## src/rtl/mgpu_render_pkg.sv

```systemverilog
// Shared render-pipeline types: coordinate width, coordinate type and the
// walker's state encoding.
package mgpu_render_pkg;

  localparam int COORD_W = 21;

  typedef logic signed [COORD_W-1:0] coord_t;

  typedef enum logic [1:0] {
    IDLE  = 2'd0,
    SETUP = 2'd1,
    RUN   = 2'd2
  } state_e;

endpackage

```

## src/rtl/line_setup.sv

```systemverilog
// Combinational Bresenham setup: deltas, step directions, initial error and
// step count from the latched segment endpoints.
module line_setup #(
  parameter int COORD_W = 21
) (
  input  logic signed [COORD_W-1:0] ax_i,
  input  logic signed [COORD_W-1:0] ay_i,
  input  logic signed [COORD_W-1:0] bx_i,
  input  logic signed [COORD_W-1:0] by_i,
  output logic        [COORD_W:0]   dx_o,
  output logic        [COORD_W:0]   dy_o,
  output logic                      sx_neg_o,
  output logic                      sy_neg_o,
  output logic signed [COORD_W+1:0] err0_o,
  output logic        [COORD_W:0]   cnt0_o
);

  logic signed [COORD_W:0] diff_x;
  logic signed [COORD_W:0] diff_y;

  // One extra bit holds the full difference of any two coordinates.
  assign diff_x = $signed({bx_i[COORD_W-1], bx_i}) - $signed({ax_i[COORD_W-1], ax_i});
  assign diff_y = $signed({by_i[COORD_W-1], by_i}) - $signed({ay_i[COORD_W-1], ay_i});

  assign sx_neg_o = diff_x[COORD_W];
  assign sy_neg_o = diff_y[COORD_W];
  assign dx_o     = diff_x[COORD_W] ? $unsigned(-diff_x) : $unsigned(diff_x);
  assign dy_o     = diff_y[COORD_W] ? $unsigned(-diff_y) : $unsigned(diff_y);
  assign err0_o   = $signed({1'b0, dx_o}) - $signed({1'b0, dy_o});
  assign cnt0_o   = (dx_o >= dy_o) ? dx_o : dy_o;

endmodule

```

## src/rtl/line_raster.sv

```systemverilog
// Integer Bresenham line walker emitting one pixel per cycle on a
// valid/ready stream. Screen clipping is compiled in with LINE_RASTER_CLIP_EN.
module line_raster #(
  parameter int COORD_W = mgpu_render_pkg::COORD_W,
  parameter int H_RES   = 640,
  parameter int V_RES   = 480
) (
  input  logic                      CLK,
  input  logic                      rst,
  input  logic                      cmd_valid,
  output logic                      cmd_ready,
  input  logic signed [COORD_W-1:0] vtxA_X,
  input  logic signed [COORD_W-1:0] vtxA_Y,
  input  logic signed [COORD_W-1:0] vtxB_X,
  input  logic signed [COORD_W-1:0] vtxB_Y,
  output logic                      pix_valid,
  input  logic                      pix_ready,
  output logic signed [COORD_W-1:0] pix_X,
  output logic signed [COORD_W-1:0] pix_Y,
  output logic                      pix_last,
  output logic                      line_done,
  output logic                      busy
);
  import mgpu_render_pkg::*;

`ifdef LINE_RASTER_CLIP_EN
  localparam bit CLIP_EN = 1'b1;
`else
  localparam bit CLIP_EN = 1'b0;
`endif
  localparam logic signed [COORD_W-1:0] ONE_C = COORD_W'(1);
  localparam logic signed [COORD_W-1:0] X_MAX = COORD_W'(H_RES - 1);
  localparam logic signed [COORD_W-1:0] Y_MAX = COORD_W'(V_RES - 1);

  state_e state_q, state_d;

  logic signed [COORD_W-1:0] ax_q, ay_q, bx_q, by_q;
  logic signed [COORD_W-1:0] cur_x_q, cur_y_q;
  logic        [COORD_W:0]   dx_q, dy_q, cnt_q;
  logic                      sx_neg_q, sy_neg_q;
  logic signed [COORD_W+1:0] err_q;
  logic                      line_done_q;

  logic        [COORD_W:0]   dx_s, dy_s, cnt0_s;
  logic                      sx_neg_s, sy_neg_s;
  logic signed [COORD_W+1:0] err0_s;

  logic signed [COORD_W+2:0] e2;
  logic                      step_x, step_y, cnt_zero, in_range, vis, adv;
  logic signed [COORD_W+1:0] err_d;

  line_setup #(.COORD_W(COORD_W)) u_setup (
    .ax_i    (ax_q),
    .ay_i    (ay_q),
    .bx_i    (bx_q),
    .by_i    (by_q),
    .dx_o    (dx_s),
    .dy_o    (dy_s),
    .sx_neg_o(sx_neg_s),
    .sy_neg_o(sy_neg_s),
    .err0_o  (err0_s),
    .cnt0_o  (cnt0_s)
  );

  assign cnt_zero = (cnt_q == '0);
  assign in_range = !cur_x_q[COORD_W-1] && (cur_x_q <= X_MAX) &&
                    !cur_y_q[COORD_W-1] && (cur_y_q <= Y_MAX);
  assign vis      = !CLIP_EN || in_range;

  // Both axis decisions use the same pre-step doubled error.
  assign e2     = $signed({err_q, 1'b0});
  assign step_x = e2 > -$signed({2'b00, dy_q});
  assign step_y = e2 < $signed({2'b00, dx_q});
  assign err_d  = err_q - (step_x ? $signed({1'b0, dy_q}) : '0)
                        + (step_y ? $signed({1'b0, dx_q}) : '0);

  always_ff @(posedge CLK or posedge rst) begin
    if (rst) state_q <= IDLE;
    else     state_q <= state_d;
  end

  always_comb begin
    state_d = state_q;
    case (state_q)
      IDLE:    if (cmd_valid) state_d = SETUP;
      SETUP:   state_d = RUN;
      RUN:     if (adv && cnt_zero) state_d = IDLE;
      default: state_d = IDLE;
    endcase
  end

  // Invisible steps are skipped without waiting on downstream.
  always_comb begin
    cmd_ready = 1'b0;
    busy      = 1'b0;
    pix_valid = 1'b0;
    pix_last  = 1'b0;
    adv       = 1'b0;
    case (state_q)
      IDLE:  cmd_ready = 1'b1;
      SETUP: busy = 1'b1;
      RUN: begin
        busy      = 1'b1;
        pix_valid = vis;
        pix_last  = vis && cnt_zero;
        adv       = pix_ready || !vis;
      end
      default: ;
    endcase
  end

  always_ff @(posedge CLK or posedge rst) begin
    if (rst) begin
      ax_q        <= '0;
      ay_q        <= '0;
      bx_q        <= '0;
      by_q        <= '0;
      cur_x_q     <= '0;
      cur_y_q     <= '0;
      dx_q        <= '0;
      dy_q        <= '0;
      cnt_q       <= '0;
      sx_neg_q    <= 1'b0;
      sy_neg_q    <= 1'b0;
      err_q       <= '0;
      line_done_q <= 1'b0;
    end else begin
      line_done_q <= adv && cnt_zero;
      if (state_q == IDLE && cmd_valid) begin
        ax_q <= vtxA_X;
        ay_q <= vtxA_Y;
        bx_q <= vtxB_X;
        by_q <= vtxB_Y;
      end
      if (state_q == SETUP) begin
        dx_q     <= dx_s;
        dy_q     <= dy_s;
        sx_neg_q <= sx_neg_s;
        sy_neg_q <= sy_neg_s;
        err_q    <= err0_s;
        cnt_q    <= cnt0_s;
        cur_x_q  <= ax_q;
        cur_y_q  <= ay_q;
      end
      if (adv && !cnt_zero) begin
        err_q <= err_d;
        cnt_q <= cnt_q - 1'b1;
        if (step_x) cur_x_q <= sx_neg_q ? cur_x_q - ONE_C : cur_x_q + ONE_C;
        if (step_y) cur_y_q <= sy_neg_q ? cur_y_q - ONE_C : cur_y_q + ONE_C;
      end
    end
  end

  assign pix_X     = cur_x_q;
  assign pix_Y     = cur_y_q;
  assign line_done = line_done_q;

endmodule

```

## config.mk

```make
export PLATFORM = sky130hd
export DESIGN_NAME = line_raster
export DESIGN_NICKNAME = d
export VERILOG_FILES = /design/src/rtl/mgpu_render_pkg.sv /design/src/rtl/line_setup.sv /design/src/rtl/line_raster.sv
export SDC_FILE = /design/constraint.sdc
export NUM_CORES = 1
export LEC_CHECK = 0
export CAP_MARGIN = 5
export CORE_ASPECT_RATIO = 0.5
export CORE_UTILIZATION = 60
export DETAILED_ROUTE_END_ITERATION = 6
export HOLD_SLACK_MARGIN = 0.05
export PLACE_DENSITY = 0.81
export SLEW_MARGIN = 20
export SYNTH_ARGS = -nofsm -noshare
export SYNTH_HDL_FRONTEND = slang
export SYNTH_SLANG_ARGS = --single-unit
export TNS_END_PERCENT = 30
```

## constraint.sdc

```tcl
create_clock -name CLK -period 9.1 [get_ports CLK]
set_input_delay 2.275 -clock CLK [delete_from_list [all_inputs] [get_ports CLK]]
set_output_delay 2.275 -clock CLK [all_outputs]
set_load 0.01 [all_outputs]
```

* Yosys cells after proc, flatten, opt, wreduce, memory -nomap -nowiden
Index checks and enable logic that the tools add are counted.
Cells by class: mux-type cells 25, equal/unequal tests 4, reductions and logical operators 9, $lt $le $gt $ge 3, $add $sub $neg 13
Operator list (count):
- two-way mux 21 bit | 8
- two-way mux 22 bit | 7
- two-way mux 23 bit | 2
- negator 22 bit | 2
- subtractor 21 x 21 -> 22 bit | 2
- adder 21 x 2 -> 21 bit, second input constant | 2
- subtractor 21 x 2 -> 21 bit, second input constant | 2
- greater-than comparator 24 bit | 1
- < comparator 24 x 23 -> 1 bit | 1
- negator 22 -> 24 bit | 1
- adder 23 x 22 -> 23 bit | 1
- subtractor 22 x 22 -> 23 bit | 1
- subtractor 23 x 22 -> 23 bit | 1
- greater-or-equal comparator 22 bit | 1
- zero test 22 bit | 1
- subtractor 22 x 1 -> 22 bit, second input constant | 1
- case mux 2 bit (3 select lines) | 1
- two-way mux 1 bit | 5
- two-way mux 2 bit | 2
- != test 2 bit, second input constant | 2
- logical AND 1 bit | 3
- == test 2 x 1 -> 1 bit, second input constant | 1
- == test 2 bit, second input constant | 1
- zero test 2 bit | 1
- 4 further kinds | 4
Word-level totals: register bits after elaboration 220, logic and storage cells 68

* Longest topological paths before layout
word-level depth 7, depth in mapped cells 31, gate-level depth less buffers 30

* Hierarchy
From an unflattened synthesis, not the netlist that was laid out.
Unflattened totals: cells, all modules 2121, area total of the unflattened synthesis 19039.5 µm²
Modules (own cells, without submodules):
- line_raster | cells an instance 1432, times used 1, sequential area each 5505.3 µm², area an instance 14199.9 µm²
- line_setup | cells an instance 689, times used 1, sequential area each 0.0 µm², area an instance 4839.6 µm²

* Least setup slack after synthesis
OpenSTA, ideal clock, no wires.
path kind register to register, start point reg dy_q[3], end point reg err_q[21], period minus slack after synthesis 6.376 ns, required time 9.018 ns, path slack 2.724 ns, arrival 6.293 ns, library setup time 0.082 ns, path buffers 1, stages on the path, launching flop included 30, cell sequence dfrtp_1 nor4_1 nand4_1 or3_1 nor2_1 xor2_1 ha_1 a21o_1 a21o_1 a21oi_1 o21ai_0 a21oi_1 o221ai_1 a21oi_1 xnor2_1 clkbuf_1 and3_1 fa_1 inv_1 ha_1 a21o_1 a21oi_1 a21oi_1 a311o_1 a41oi_1 a21oi_1 a31oi_1 nand2b_1 a21oi_1 o22ai_1
Between the ends: longest elaborated chain between the ends 6
Ends and longest elaborated chain:
- from (decl) | RTL line line_raster.sv:39 | logic [COORD_W:0] dx_q, dy_q, cnt_q;
- from (signal assigned) | RTL line line_raster.sv:137 | dy_q <= dy_s;
- negator 22 -> 24 bit | RTL line line_raster.sv:72 | assign step_x = e2 > -$signed({2'b00, dy_q});
- greater-than comparator 24 bit | RTL line line_raster.sv:72
- two-way mux 22 bit (*) | RTL line line_raster.sv:74 | assign err_d = err_q - (step_x ? $signed({1'b0, dy_q}) : '0)
- subtractor 23 x 22 -> 23 bit (*) | RTL line line_raster.sv:74
- adder 23 x 22 -> 23 bit (*) | RTL line line_raster.sv:75 | + (step_y ? $signed({1'b0, dx_q}) : '0);
- two-way mux 23 bit (*) | RTL line line_raster.sv:145 | if (adv && !cnt_zero) begin
- to (signal assigned) | RTL line line_raster.sv:140 | err_q <= err0_s;
- to (signal assigned) | RTL line line_raster.sv:146 | err_q <= err_d;
- to (decl) | RTL line line_raster.sv:41 | logic signed [COORD_W+1:0] err_q;
Every way passes the cells marked *; elsewhere a longest branch is shown, timed or not. A chain may end at the register's enable or synchronous reset.

* Final worst setup path
start point reg dy_q[3], end point reg err_q[22]
Same word-level chain as after synthesis.

==> metrics.md <==
| Metric | Value |
|---|---|
| Status | `completed` |
| Mux share of post-synthesis cell area | `a little over 9%` |
| Min-Delay Startpoint | `by_q[0]` |
| Post-Syn Instances | `2142` |
| Root Buffer Master | `clkbuf_16` |
| Cells on worst reg2reg path | `27` |
| Final #Nets | `about 2500` |
| H-Tree Depth | `1` |
| Least-Margin Pin Slew | `0.966 ns` |
| Hold Vio Cnt, Final | `0` |
| Initial antenna violation count | `1` |
| DRC | `0` |
| Reg2reg start | `dy_q[3]` |
| Max_cap viols | `0` |
| Ys async rst share | `100%` |
| Worst path required time | `approximately 9.6 ns` |
| Highest Clock Rate | `approximately 130 MHz` |
| Primary FF master, synth | `dfrtp_1` |
| Wirelength per Cell | `roughly 19 um` |
| Number of global-route vias before repair | `15099` |
| Compound-Gate Fraction of Synth Area | `a little under a fifth` |
| PostCTS Resize Cnt | `0` |
| Layout cell share with drive strength beyond 1 | `8.37%` |
| Hold Crit Class | `flip-flop to flip-flop` |
| Grt total ovfl | `0` |
| FF/Latch Area | `between 5000 and 6000 um^2` |
| Drt pass-1 iters | `6` |
| PortBufs | `between 100 and 150` |
| Ys Warns | `0` |
| Initial Util | `between 60% and 70%` |
| RSZ-0062 raised after global routing | `no` |
| Worst setup path endpoint | `err_q[22]` |
| Largest family of logic cells by synthesized area | `compound AO/OA/AOI/OAI gates` |
| Crit Path Max Fanout | `12` |
| Clk_skew | `about 0.035 ns` |
| Final TNS setup | `0 ns` |
| Hold buffer count at cts | `0` |
| Die ar. | `32000 um^2` |
| Routed via count | `16243` |
| Initial drt markers | `1504` |
| Row count | `45` |
| WS Path Type | `flip-flop to flip-flop` |
| Distinct cell type count of the synthesized netlist | `between 80 and 90` |
| Post-DR vias/cell | `between 6 and 7` |
| Final Wtd Congestion | `roughly 1` |
| Syn Std Cell Area | `approximately 19000 um^2` |
| Post-synthesis sequential area ratio | `between 20% and 30%` |
| Largest net degree at the start of global routing | `142` |
| Yosys reg bits | `220` |
| Type of origin of the critical path | `flip-flop` |
| Diode count | `0` |
| First-pass GRT wire length | `between 80000 and 90000 um` |
| Boundary pin count | `between 100 and 150` |
| Syn nets | `~2400` |
| Crit. Startpoint | `dy_q[3]` |
| Final worst-path cycle share | `84.8%` |
| Die height | `about 130 um` |
| TritonCTS clock tree | `done` |
| Max-slew headroom | `a little over a third` |
| Avg Inst Size Synth | `8.74 um^2` |
| Routed wire length | `around 51000 um` |
| Hold path cells | `1` |
| Worst-path clk slew | `about 0.070 ns` |
| # clock sinks | `220` |
| Setup slack, reg-to-reg | `between 1 and 1.5 ns` |
| Arrival @ worst endpoint | `8.20 ns` |
| Post-Synth Simple-Gate Area | `about 15%` |
| Multi-input logic area | `around 12000 um^2` |
| Chip Width | `around 250 um` |
| Worst-Skew Late Latency | `roughly 0.56 ns` |
| RR Endpoint | `err_q[22]` |
| Core Util, Final | `a little over two thirds` |
| Post-synth EDFFs | `0` |
| TritonCTS buffer count | `23` |
| Post-route ant nets | `0` |
| Fillers | `~2400` |
| Detail Placement HPWL | `slightly below 40000 um` |
| Max-slew violation count | `0` |
| GRT Total Usage | `approximately 32%` |
| Fin crit period | `between 7 and 8 ns` |
| Core footprint | `~31000 um^2` |
| Post-CTS setup buffers | `0` |
| Adder-cell share of the synthesized area | `14.6%` |
| Crit end category | `flip-flop` |
| Longest Clk Path Bufs | `3` |
| Synth Area in XOR/XNOR | `under 10%` |
| Area Growth Syn to Fin | `13.3%` |
| Setup-failing EPs final | `0` |
## layout by cell type, fill, tap and decap left out, drive strengths merged, types with 18 or more instances in the layout
master,n
o21a,24
a21oi,188
dfrtp,220
ha,175
nand2,151
clkbuf,28
clkdlybuf4s50,134
mux2,104
a31oi,27
nand3,39
nand4,18
mux2i,53
xnor2,99
nor2,166
a21o,45
nor3,50
inv,201
and3,35
o21ai,125
xor2,65
fa,27
or3,22
a211oi,23
nor2b,20
## cell usage after synthesis, drive strengths merged (22+ instances only)
| cell | n | area [um^2] |
|---|---|---|
| a21oi | 188 | 941 |
| xnor2 | 99 | 867 |
| a31oi | 27 | 190 |
| nor3 | 50 | 250 |
| mux2 | 104 | 1170 |
| o21ai | 125 | 626 |
| nand3 | 39 | 195 |
| a211oi | 23 | 173 |
| dfrtp | 220 | 5510 |
| or3 | 22 | 138 |
| a21o | 45 | 340 |
| o21a | 24 | 180 |
| mux2i | 53 | 543 |
| xor2 | 65 | 569 |
| inv | 201 | 754 |
| nand2 | 151 | 567 |
| nor2 | 166 | 623 |
| fa | 27 | 541 |
| and3 | 35 | 220 |
| ha | 175 | 2190 |
| clkbuf | 56 | 221 |
## worst max-delay path, cell delays in order, from the launching register on
cell,delay (ns)
dfrtp_1,0.42
nor4_1,0.79
nand4_1,0.29
or3_1,0.44
or2_2,0.32
xnor2_1,0.14
ha_1,0.30
nand2_1,0.06
nor3_1,0.20
and2_1,0.19
o21ai_0,0.08
o221ai_1,0.17
a21oi_1,0.12
xnor2_1,0.71
and3_1,0.28
fa_1,0.41
inv_1,0.07
ha_1,0.26
nor2b_1,0.14
o21ai_0,0.21
a21boi_0,0.11
o21ai_0,0.27
a31oi_1,0.25
o311ai_0,0.56
a31oi_1,0.26
a21oi_1,0.25
mux2i_1,0.23
a21o_1,0.11
## through the flow
stage | std cells | worst slack (ns) | cell area, um^2 | hold slack (ns)
floorplan | 2142 | 0.804 | 18700 | 0.475
global placement | 2639 | 1.66 | 20400 | 0.490
detailed placement | 2639 | 1.55 | 20400 | 0.492
CTS | 2680 | 1.53 | 21200 | 0.508
global route | 2681 | 0.668 | 21200 | 0.522
finish | 2681 | 1.38 | 21200 | 0.505
## final cells by class
cell class | instances | area share, %
inverter | 201 | 3.62
multi-input combinational | 1649 | 57.5
timing repair buffer | 147 | 6.88
clock inverter | 13 | 0.661
clock buffer | 28 | 2.90
tap | 423 | 2.50
sequential | 220 | 26.0
## per-layer routing
layer  global-route usage, %  share of wire [%]  up-vias
li1                        -                  -     7813
met1                    47.7                 47     7787
met2                    48.4                 43      542
met3                    5.42                7.6       99
met4                    8.31                2.9        2
met5                       0              0.029        -
## cells by family (layout without fill, tap and decap cells)
kind of cell	Yosys count	count (layout)
and+or+nand+nor	578	578
AOI/OAI and AO/OA	548	548
buffers and inverters	273	389
DFF	220	220
adders and majority gates	202	202
xor gates and xnor gates	164	164
muxes	157	157
## how the worst min path moves through the flow
stage,to,slack [ns]
final,by_q[0],0.50
after global routing,bx_q[0],0.52
after CTS,by_q[0],0.51
after detailed placement,by_q[0],0.49
after global placement,ax_q[20],0.49
after floorplan,dx_q[0],0.47
## registers in the layout, indices dropped and copies added (netlist names)
name       count
err_q         23
sx_neg_q       1
sy_neg_q       1
state_q        2
line_done      1
pix_X         21
bx_q          21
by_q          21
cnt_q         22
dx_q          22
dy_q          22
ax_q          21
ay_q          21
pix_Y         21
Power is not shown: default switching activity piles up to over one toggle a cycle in this logic, so the estimate is an artifact.
